--- config.mk ---
export PLATFORM = sky130hd
export DESIGN_NAME = instruction_fetch_unit_flat
export DESIGN_NICKNAME = d
export VERILOG_FILES = /design/src/rtl/fetch_pkg.sv /design/src/rtl/instruction_fetch_unit_if.sv /design/src/rtl/fetch_fifo.sv /design/src/rtl/instruction_fetch_unit.sv /design/src/flat_wrapper.sv
export SDC_FILE = /design/constraint.sdc
export NUM_CORES = 1
export LEC_CHECK = 0
export ABC_AREA = 1
export CAP_MARGIN = 10
export CORE_ASPECT_RATIO = 0.5
export CORE_MARGIN = 4
export CORE_UTILIZATION = 45
export CTS_CLUSTER_SIZE = 28
export DETAILED_ROUTE_END_ITERATION = 16
export PLACE_DENSITY = 0.63
export SETUP_SLACK_MARGIN = 0.3
export SYNTH_ARGS = -nofsm -noshare
export SYNTH_HDL_FRONTEND = slang
export SYNTH_SLANG_ARGS = --single-unit
--- constraint.sdc ---
create_clock -name clk -period 6.4 [get_ports clk]
set_input_delay 0.64 -clock clk [delete_from_list [all_inputs] [get_ports clk]]
set_output_delay 0.64 -clock clk [all_outputs]
set_load 0.005 [all_outputs]
--- src/rtl/fetch_pkg.sv ---
// Shared types and constants for the instruction fetch unit: widths, defaults,
// FSM state encoding and PC arithmetic helpers.
package fetch_pkg;

  localparam int XLEN = 64;
  localparam int ILEN = 32;
  localparam logic [XLEN-1:0] DEF_RESET_PC = 64'h0;
  localparam int DEF_DEPTH = 4;

  typedef enum logic [1:0] {
    IDLE    = 2'd0,
    FETCH   = 2'd1,
    DISCARD = 2'd2
  } fetch_state_e;

  // Sequential fetch step; wraps naturally at the top of the 64-bit space.
  function automatic logic [XLEN-1:0] next_pc(input logic [XLEN-1:0] pc);
    return pc + XLEN'(4);
  endfunction

  function automatic logic [XLEN-1:0] align_pc(input logic [XLEN-1:0] pc);
    return {pc[XLEN-1:2], 2'b00};
  endfunction

endpackage

--- src/rtl/instruction_fetch_unit_if.sv ---
// Bundle of the fetch unit's memory, decode and redirect handshakes.
// master = fetch unit side, slave = memory/decode/branch side.
interface instruction_fetch_unit_if;
  import fetch_pkg::*;

  logic            imem_req_valid;
  logic            imem_req_ready;
  logic [XLEN-1:0] imem_req_addr;
  logic            imem_resp_valid;
  logic [ILEN-1:0] imem_resp_data;
  logic            inst_valid;
  logic            inst_ready;
  logic [ILEN-1:0] inst_data;
  logic [XLEN-1:0] inst_pc;
  logic            redirect_valid;
  logic [XLEN-1:0] redirect_pc;

  modport master (
    output imem_req_valid, imem_req_addr, inst_valid, inst_data, inst_pc,
    input  imem_req_ready, imem_resp_valid, imem_resp_data, inst_ready,
    input  redirect_valid, redirect_pc
  );

  modport slave (
    input  imem_req_valid, imem_req_addr, inst_valid, inst_data, inst_pc,
    output imem_req_ready, imem_resp_valid, imem_resp_data, inst_ready,
    output redirect_valid, redirect_pc
  );

endinterface

--- src/rtl/fetch_fifo.sv ---
// Synchronous fetch buffer holding {pc, instruction} entries, with flush and
// occupancy count. Output reads as zero while empty.
module fetch_fifo
  import fetch_pkg::*;
#(
  parameter int DEPTH = DEF_DEPTH,
  parameter int WIDTH = XLEN + ILEN
) (
  input  logic                       clk,
  input  logic                       reset,
  input  logic                       flush_i,
  input  logic                       push_i,
  input  logic [WIDTH-1:0]           wdata_i,
  input  logic                       pop_i,
  output logic [WIDTH-1:0]           rdata_o,
  output logic [$clog2(DEPTH+1)-1:0] count_o
);

  localparam int AW = $clog2(DEPTH);
  localparam int CW = $clog2(DEPTH + 1);

  logic [WIDTH-1:0] mem_q [DEPTH];
  logic [AW-1:0]    rd_ptr_q, wr_ptr_q;
  logic [CW-1:0]    count_q;
  logic             do_push, do_pop;

  assign do_pop  = pop_i && (count_q != '0);
  assign do_push = push_i && ((count_q != CW'(DEPTH)) || do_pop);

  // Flush beats any simultaneous push or pop.
  always_ff @(posedge clk or posedge reset) begin
    if (reset) begin
      rd_ptr_q <= '0;
      wr_ptr_q <= '0;
      count_q  <= '0;
    end else if (flush_i) begin
      rd_ptr_q <= '0;
      wr_ptr_q <= '0;
      count_q  <= '0;
    end else begin
      if (do_push) wr_ptr_q <= wr_ptr_q + AW'(1);
      if (do_pop)  rd_ptr_q <= rd_ptr_q + AW'(1);
      count_q <= count_q + CW'(do_push) - CW'(do_pop);
    end
  end

  always_ff @(posedge clk) begin
    if (do_push && !flush_i) mem_q[wr_ptr_q] <= wdata_i;
  end

  assign rdata_o = (count_q == '0) ? '0 : mem_q[rd_ptr_q];
  assign count_o = count_q;

endmodule

--- src/rtl/instruction_fetch_unit.sv ---
// Instruction fetch unit: issues sequential fetches, buffers in-order responses
// for decode, and flushes/discards the old path on a redirect.
module instruction_fetch_unit
  import fetch_pkg::*;
#(
  parameter logic [XLEN-1:0] RESET_PC = DEF_RESET_PC,
  parameter int              DEPTH    = DEF_DEPTH
) (
  input  logic                     clk,
  input  logic                     reset,
  instruction_fetch_unit_if.master bus
);

  localparam int CW = $clog2(DEPTH + 1);
  localparam logic [CW:0] DEPTH_C = (CW + 1)'(DEPTH);

  fetch_state_e          state_q, state_d;
  logic [XLEN-1:0]       fetch_pc_q, fetch_pc_d;
  logic [XLEN-1:0]       resp_pc_q, resp_pc_d;
  logic [CW-1:0]         outst_q, outst_d;
  logic [CW-1:0]         drop_q, drop_d;
  logic [CW-1:0]         fifo_count;
  logic [CW:0]           occupancy;
  logic [XLEN+ILEN-1:0]  head;
  logic                  accept, push;

  // Buffered plus in-flight never exceeds DEPTH, so every response has a slot.
  assign occupancy          = {1'b0, fifo_count} + {1'b0, outst_q};
  assign bus.imem_req_valid = (state_q == FETCH) && (occupancy < DEPTH_C);
  assign bus.imem_req_addr  = fetch_pc_q;
  assign accept             = bus.imem_req_valid && bus.imem_req_ready;
  assign push               = bus.imem_resp_valid && (state_q == FETCH) && !bus.redirect_valid;

  always_comb begin
    state_d    = state_q;
    fetch_pc_d = fetch_pc_q;
    resp_pc_d  = resp_pc_q;
    drop_d     = drop_q;
    outst_d    = outst_q + CW'(accept) - CW'(bus.imem_resp_valid);
    if (accept) fetch_pc_d = next_pc(fetch_pc_q);
    if (push)   resp_pc_d  = next_pc(resp_pc_q);

    unique case (state_q)
      IDLE:    state_d = FETCH;
      FETCH:   state_d = FETCH;
      DISCARD: begin
        if (bus.imem_resp_valid) drop_d = drop_q - CW'(1);
        if (drop_d == '0) state_d = FETCH;
      end
      default: state_d = IDLE;
    endcase

    // Everything still in flight after this cycle belongs to the old path,
    // including a request accepted right now.
    if (bus.redirect_valid) begin
      fetch_pc_d = align_pc(bus.redirect_pc);
      resp_pc_d  = align_pc(bus.redirect_pc);
      drop_d     = outst_d;
      state_d    = (outst_d != '0) ? DISCARD : FETCH;
    end
  end

  always_ff @(posedge clk or posedge reset) begin
    if (reset) begin
      state_q    <= IDLE;
      fetch_pc_q <= RESET_PC;
      resp_pc_q  <= RESET_PC;
      outst_q    <= '0;
      drop_q     <= '0;
    end else begin
      state_q    <= state_d;
      fetch_pc_q <= fetch_pc_d;
      resp_pc_q  <= resp_pc_d;
      outst_q    <= outst_d;
      drop_q     <= drop_d;
    end
  end

  fetch_fifo #(
    .DEPTH (DEPTH),
    .WIDTH (XLEN + ILEN)
  ) u_fifo (
    .clk     (clk),
    .reset   (reset),
    .flush_i (bus.redirect_valid),
    .push_i  (push),
    .wdata_i ({resp_pc_q, bus.imem_resp_data}),
    .pop_i   (bus.inst_ready),
    .rdata_o (head),
    .count_o (fifo_count)
  );

  assign bus.inst_valid = (fifo_count != '0);
  assign bus.inst_data  = head[ILEN-1:0];
  assign bus.inst_pc    = head[XLEN+ILEN-1:ILEN];

endmodule

--- src/flat_wrapper.sv ---
// flat-port wrapper written by rule: the top's interface ports become plain ports
module instruction_fetch_unit_flat import fetch_pkg::*;
#(
  parameter logic [XLEN-1:0] RESET_PC = DEF_RESET_PC,
  parameter int              DEPTH    = DEF_DEPTH
)
  (clk, reset, bus_imem_req_valid, bus_imem_req_addr, bus_inst_valid, bus_inst_data, bus_inst_pc, bus_imem_req_ready, bus_imem_resp_valid, bus_imem_resp_data, bus_inst_ready, bus_redirect_valid, bus_redirect_pc);
  instruction_fetch_unit_if bus_i ();
  input  logic clk;
  input  logic reset;
  output wire logic [$bits(bus_i.imem_req_valid)-1:0] bus_imem_req_valid;
  output wire logic [$bits(bus_i.imem_req_addr)-1:0] bus_imem_req_addr;
  output wire logic [$bits(bus_i.inst_valid)-1:0] bus_inst_valid;
  output wire logic [$bits(bus_i.inst_data)-1:0] bus_inst_data;
  output wire logic [$bits(bus_i.inst_pc)-1:0] bus_inst_pc;
  input wire logic [$bits(bus_i.imem_req_ready)-1:0] bus_imem_req_ready;
  input wire logic [$bits(bus_i.imem_resp_valid)-1:0] bus_imem_resp_valid;
  input wire logic [$bits(bus_i.imem_resp_data)-1:0] bus_imem_resp_data;
  input wire logic [$bits(bus_i.inst_ready)-1:0] bus_inst_ready;
  input wire logic [$bits(bus_i.redirect_valid)-1:0] bus_redirect_valid;
  input wire logic [$bits(bus_i.redirect_pc)-1:0] bus_redirect_pc;
  assign bus_imem_req_valid = bus_i.imem_req_valid;
  assign bus_imem_req_addr = bus_i.imem_req_addr;
  assign bus_inst_valid = bus_i.inst_valid;
  assign bus_inst_data = bus_i.inst_data;
  assign bus_inst_pc = bus_i.inst_pc;
  assign bus_i.imem_req_ready = bus_imem_req_ready;
  assign bus_i.imem_resp_valid = bus_imem_resp_valid;
  assign bus_i.imem_resp_data = bus_imem_resp_data;
  assign bus_i.inst_ready = bus_inst_ready;
  assign bus_i.redirect_valid = bus_redirect_valid;
  assign bus_i.redirect_pc = bus_redirect_pc;
  instruction_fetch_unit #(.RESET_PC(RESET_PC), .DEPTH(DEPTH)) u_core (.clk(clk), .reset(reset), .bus(bus_i));
endmodule
==> impl_metrics.tcl <==
set metrics [dict create \
    syn_inst 2782 \
    critPathSlowestCell "clkinv_2" \
    finalHoldViolations 0 \
    synth-simple-area-share 0.239 \
    synth_top_family_by_area "simple AND/OR/NAND/NOR gates" \
    p_leak_nw 11.0 \
    synthAdderAreaFrac 0.00759 \
    tns_ps 0 \
    yosys.area_share.xor_xnor 0.00699 \
    startpoint_type "register" \
    grt_max_degree 95 \
    synthArstFlopShare 0.270 \
    drv_slew 0 \
    cts_root_buf "clkbuf_16" \
    dieHeight_um 175 \
    period_share 0.705 \
    dpl.hpwl_um 50400 \
    fmax_ghz 0.222 \
    peakVddDrop_uv 308 \
    drtPass1Iterations 8 \
    clk_latency_ps 590 \
    hp-class "in2reg" \
    maxSlewHeadroom 0.319 \
    fin_nets 3110 \
    ctsHoldBuffers 0 \
    cts_made_buffers 48 \
    cts_max_level 2 \
    drc 0 \
    rsz0062_at_grt "no" \
    critPathMaxFanout 52 \
    clock_path_buffers 3 \
    critical_path.max_stage_delay_ps 810 \
    ys_ff_latch 515 \
    core-area_um2 54400 \
    crit_buf_inv 3 \
    synth_top_area_frac 0.451 \
    yosysUniqueCellTypes 44 \
    grt_pass1_vias 19400 \
    gr-total-overflow 0 \
    detail-route-antenna-nets 0 \
    gp_congestion 0.910 \
    clock_sinks 515 \
    p_sw_frac 0.334 \
    fin_skew_ps 13.8 \
    portBuffers 257 \
    netlist_area_um2 25000 \
    wire_per_inst_um 19.9 \
    die_x_um 342 \
    area_delta_synth_final_pct 19.0 \
    status "finished, final reports clean" \
    period_minus_slack_ps 4510 \
    p_clk_frac 0.278 \
    p_int_w 0.00667 \
    path_cells "clkinv_2 -> buf_4 -> nor2_1 -> o21ai_0 -> a21oi_1 -> clkdlybuf4s50_1" \
    drt_iter0_drc 1927 \
    worstMarginPinSlew_ps 1020 \
    maxCapViolCount 0 \
    synth_most_common_cell "nor2_1" \
    combPwrFrac 0.290 \
    setup.worst_path.start "u_core.u_fifo.rd_ptr_q[1]" \
    yosys_warnings 0 \
    ys_top_cells_by_count "nor2_1 (622), nand2_1 (517), edfxtp_1 (376), o21ai_0 (259), inv_1 (188)" \
    hold_start "bus_redirect_valid" \
    wl_um 75300 \
    ys.flop_type "edfxtp_1" \
    io_pins 264 \
    avgViaCountPerCell 5.38 \
    synth_compound_area_frac 0.106 \
    start_util 0.461 \
    arrival_ps 3870 \
    grt_antenna_before_repair 4 \
    end_kind "output pin" \
    path_clk_slew_ps 60 \
    drive_above_1_share 0.0627 \
    layout_setup_ws_ps 1890 \
    setup_viol 0 \
    num_vias 20400 \
    synth_mux_area_frac 0 \
    post-place-ws_ps 2130 \
    cts_resized 0 \
    power_frac_seq 0.431 \
    synth_edf_count 376 \
    cpLargestDelayFamily "buffers and inverters" \
    p_switching_w 0.00335 \
    r2r-start "u_core.state_q[1]" \
    netlist_top_cells_area "edfxtp_1 (45%), dfrtp_1 (14%), nor2_1 (9.3%), nand2_1 (7.7%), o21ai_0 (5.2%)" \
    crit_required_ps 5760 \
    synth_top_cell_by_area "edfxtp_1" \
    syn_avg_cell_area_um2 9.00 \
    cts_tree "done" \
    p_per_area_nw_per_um2 336 \
    postCtsSetupBuffers 0 \
    rows 60 \
    crit_type "reg2out" \
    ys_seq_area_frac 0.590 \
    dieArea_um2 59700 \
    grt_util_all_layers 0.249 \
    grt_pass1_wl_um 115000 \
]
==> final timing paths <==
check | endpoint | slack [ps] | cells past startpoint
setup / recovery | bus_inst_pc[32] | 1890 | 6
hold / removal | u_core.u_fifo.rd_ptr_q[1] | 410 | 2
setup reg to reg | u_core.u_fifo.mem_q[3][38] | 2970 | 8
hold reg to reg | u_core.state_q[0] | 470 | 1
max in group asynchronous | u_core.resp_pc_q[63] | 4470 | 3
min in group asynchronous | u_core.bus.imem_req_addr[7] | 620 | 2
==> flip-flops by register name, indices dropped and copies added, names as in the netlist <==
name	flops
u_core.u_fifo.wr_ptr_q	2
u_core.resp_pc_q	62
u_core.u_fifo.count_o	3
u_core.u_fifo.mem_q	376
u_core.drop_q	3
u_core.outst_q	3
u_core.bus.imem_req_addr	62
u_core.state_q	2
u_core.u_fifo.rd_ptr_q	2
==> logic make-up (layout without fill, tap and decap cells) <==
group | Yosys count | after routing
other cells | 1 | 8
xor+xnor | 20 | 20
compound gates | 500 | 500
flops | 515 | 515
fa+ha+maj | 14 | 14
simple gates | 1416 | 1416
buf+inv | 316 | 563
==> cell type report <==
| cell class | instances | area, um2 |
|---|---|---|
| flip-flops and latches | 515 | 14800 |
| inverters | 199 | 756 |
| clock inverters | 27 | 224 |
| clock buffers | 61 | 1270 |
| fillers | 4939 | 24600 |
| multi-input cells | 1954 | 9070 |
| diodes | 4 | 10.0 |
| well taps | 744 | 931 |
| repair buffers | 276 | 2760 |
==> cell usage in the layout, fill, tap and decap left out, types with 13 or more instances in the layout <==
| cell type | n |
|---|---|
| nand3_1 | 137 |
| nand2_2 | 18 |
| o211ai_1 | 26 |
| inv_1 | 186 |
| a21oi_1 | 170 |
| dfrtp_1 | 137 |
| clkdlybuf4s50_1 | 256 |
| o21ai_0 | 259 |
| nor3_1 | 20 |
| o21bai_1 | 13 |
| nor2_1 | 618 |
| buf_4 | 16 |
| nor2_4 | 20 |
| edfxtp_1 | 376 |
| clkbuf_16 | 49 |
| nor2_2 | 21 |
| nand4_1 | 31 |
| nand2_1 | 517 |
==> power groups by stage <==
stage	registers, W	clock network, W	logic [W]
floorplan	0.00416	0	0.00151
global placement	0.00437	0	0.00292
detailed placement	0.00437	0	0.00294
CTS	0.00431	0.00284	0.00296
global route	0.00435	0.00300	0.00322
finish	0.00432	0.00279	0.00291
==> per-layer routing <==
layer / share of wire / vias up / global-route usage / wire length, um
met5: 0 / - / 0 / 0
met1: 0.44 / 9785 / 0.349 / 33100
met2: 0.46 / 689 / 0.400 / 34800
met3: 0.072 / 130 / 0.0415 / 5390
li1: - / 9750 / - / -
met4: 0.027 / 0 / 0.0723 / 2070
==> through the flow <==
step           instances  hold slack, ps  utilization  power [W]  area (um2)
2_1_floorplan       2785             436            -    0.00567       25100
3_3_place_gp        3688             444        0.521    0.00728       28300
3_5_place_dp        3688             451        0.521    0.00731       28300
4_1_cts             3776             374        0.548     0.0101       29800
5_1_grt             3780             399        0.548     0.0106       29800
6_report            3780             411        0.548     0.0100       29800
Power figures use the tool's default switching activity.
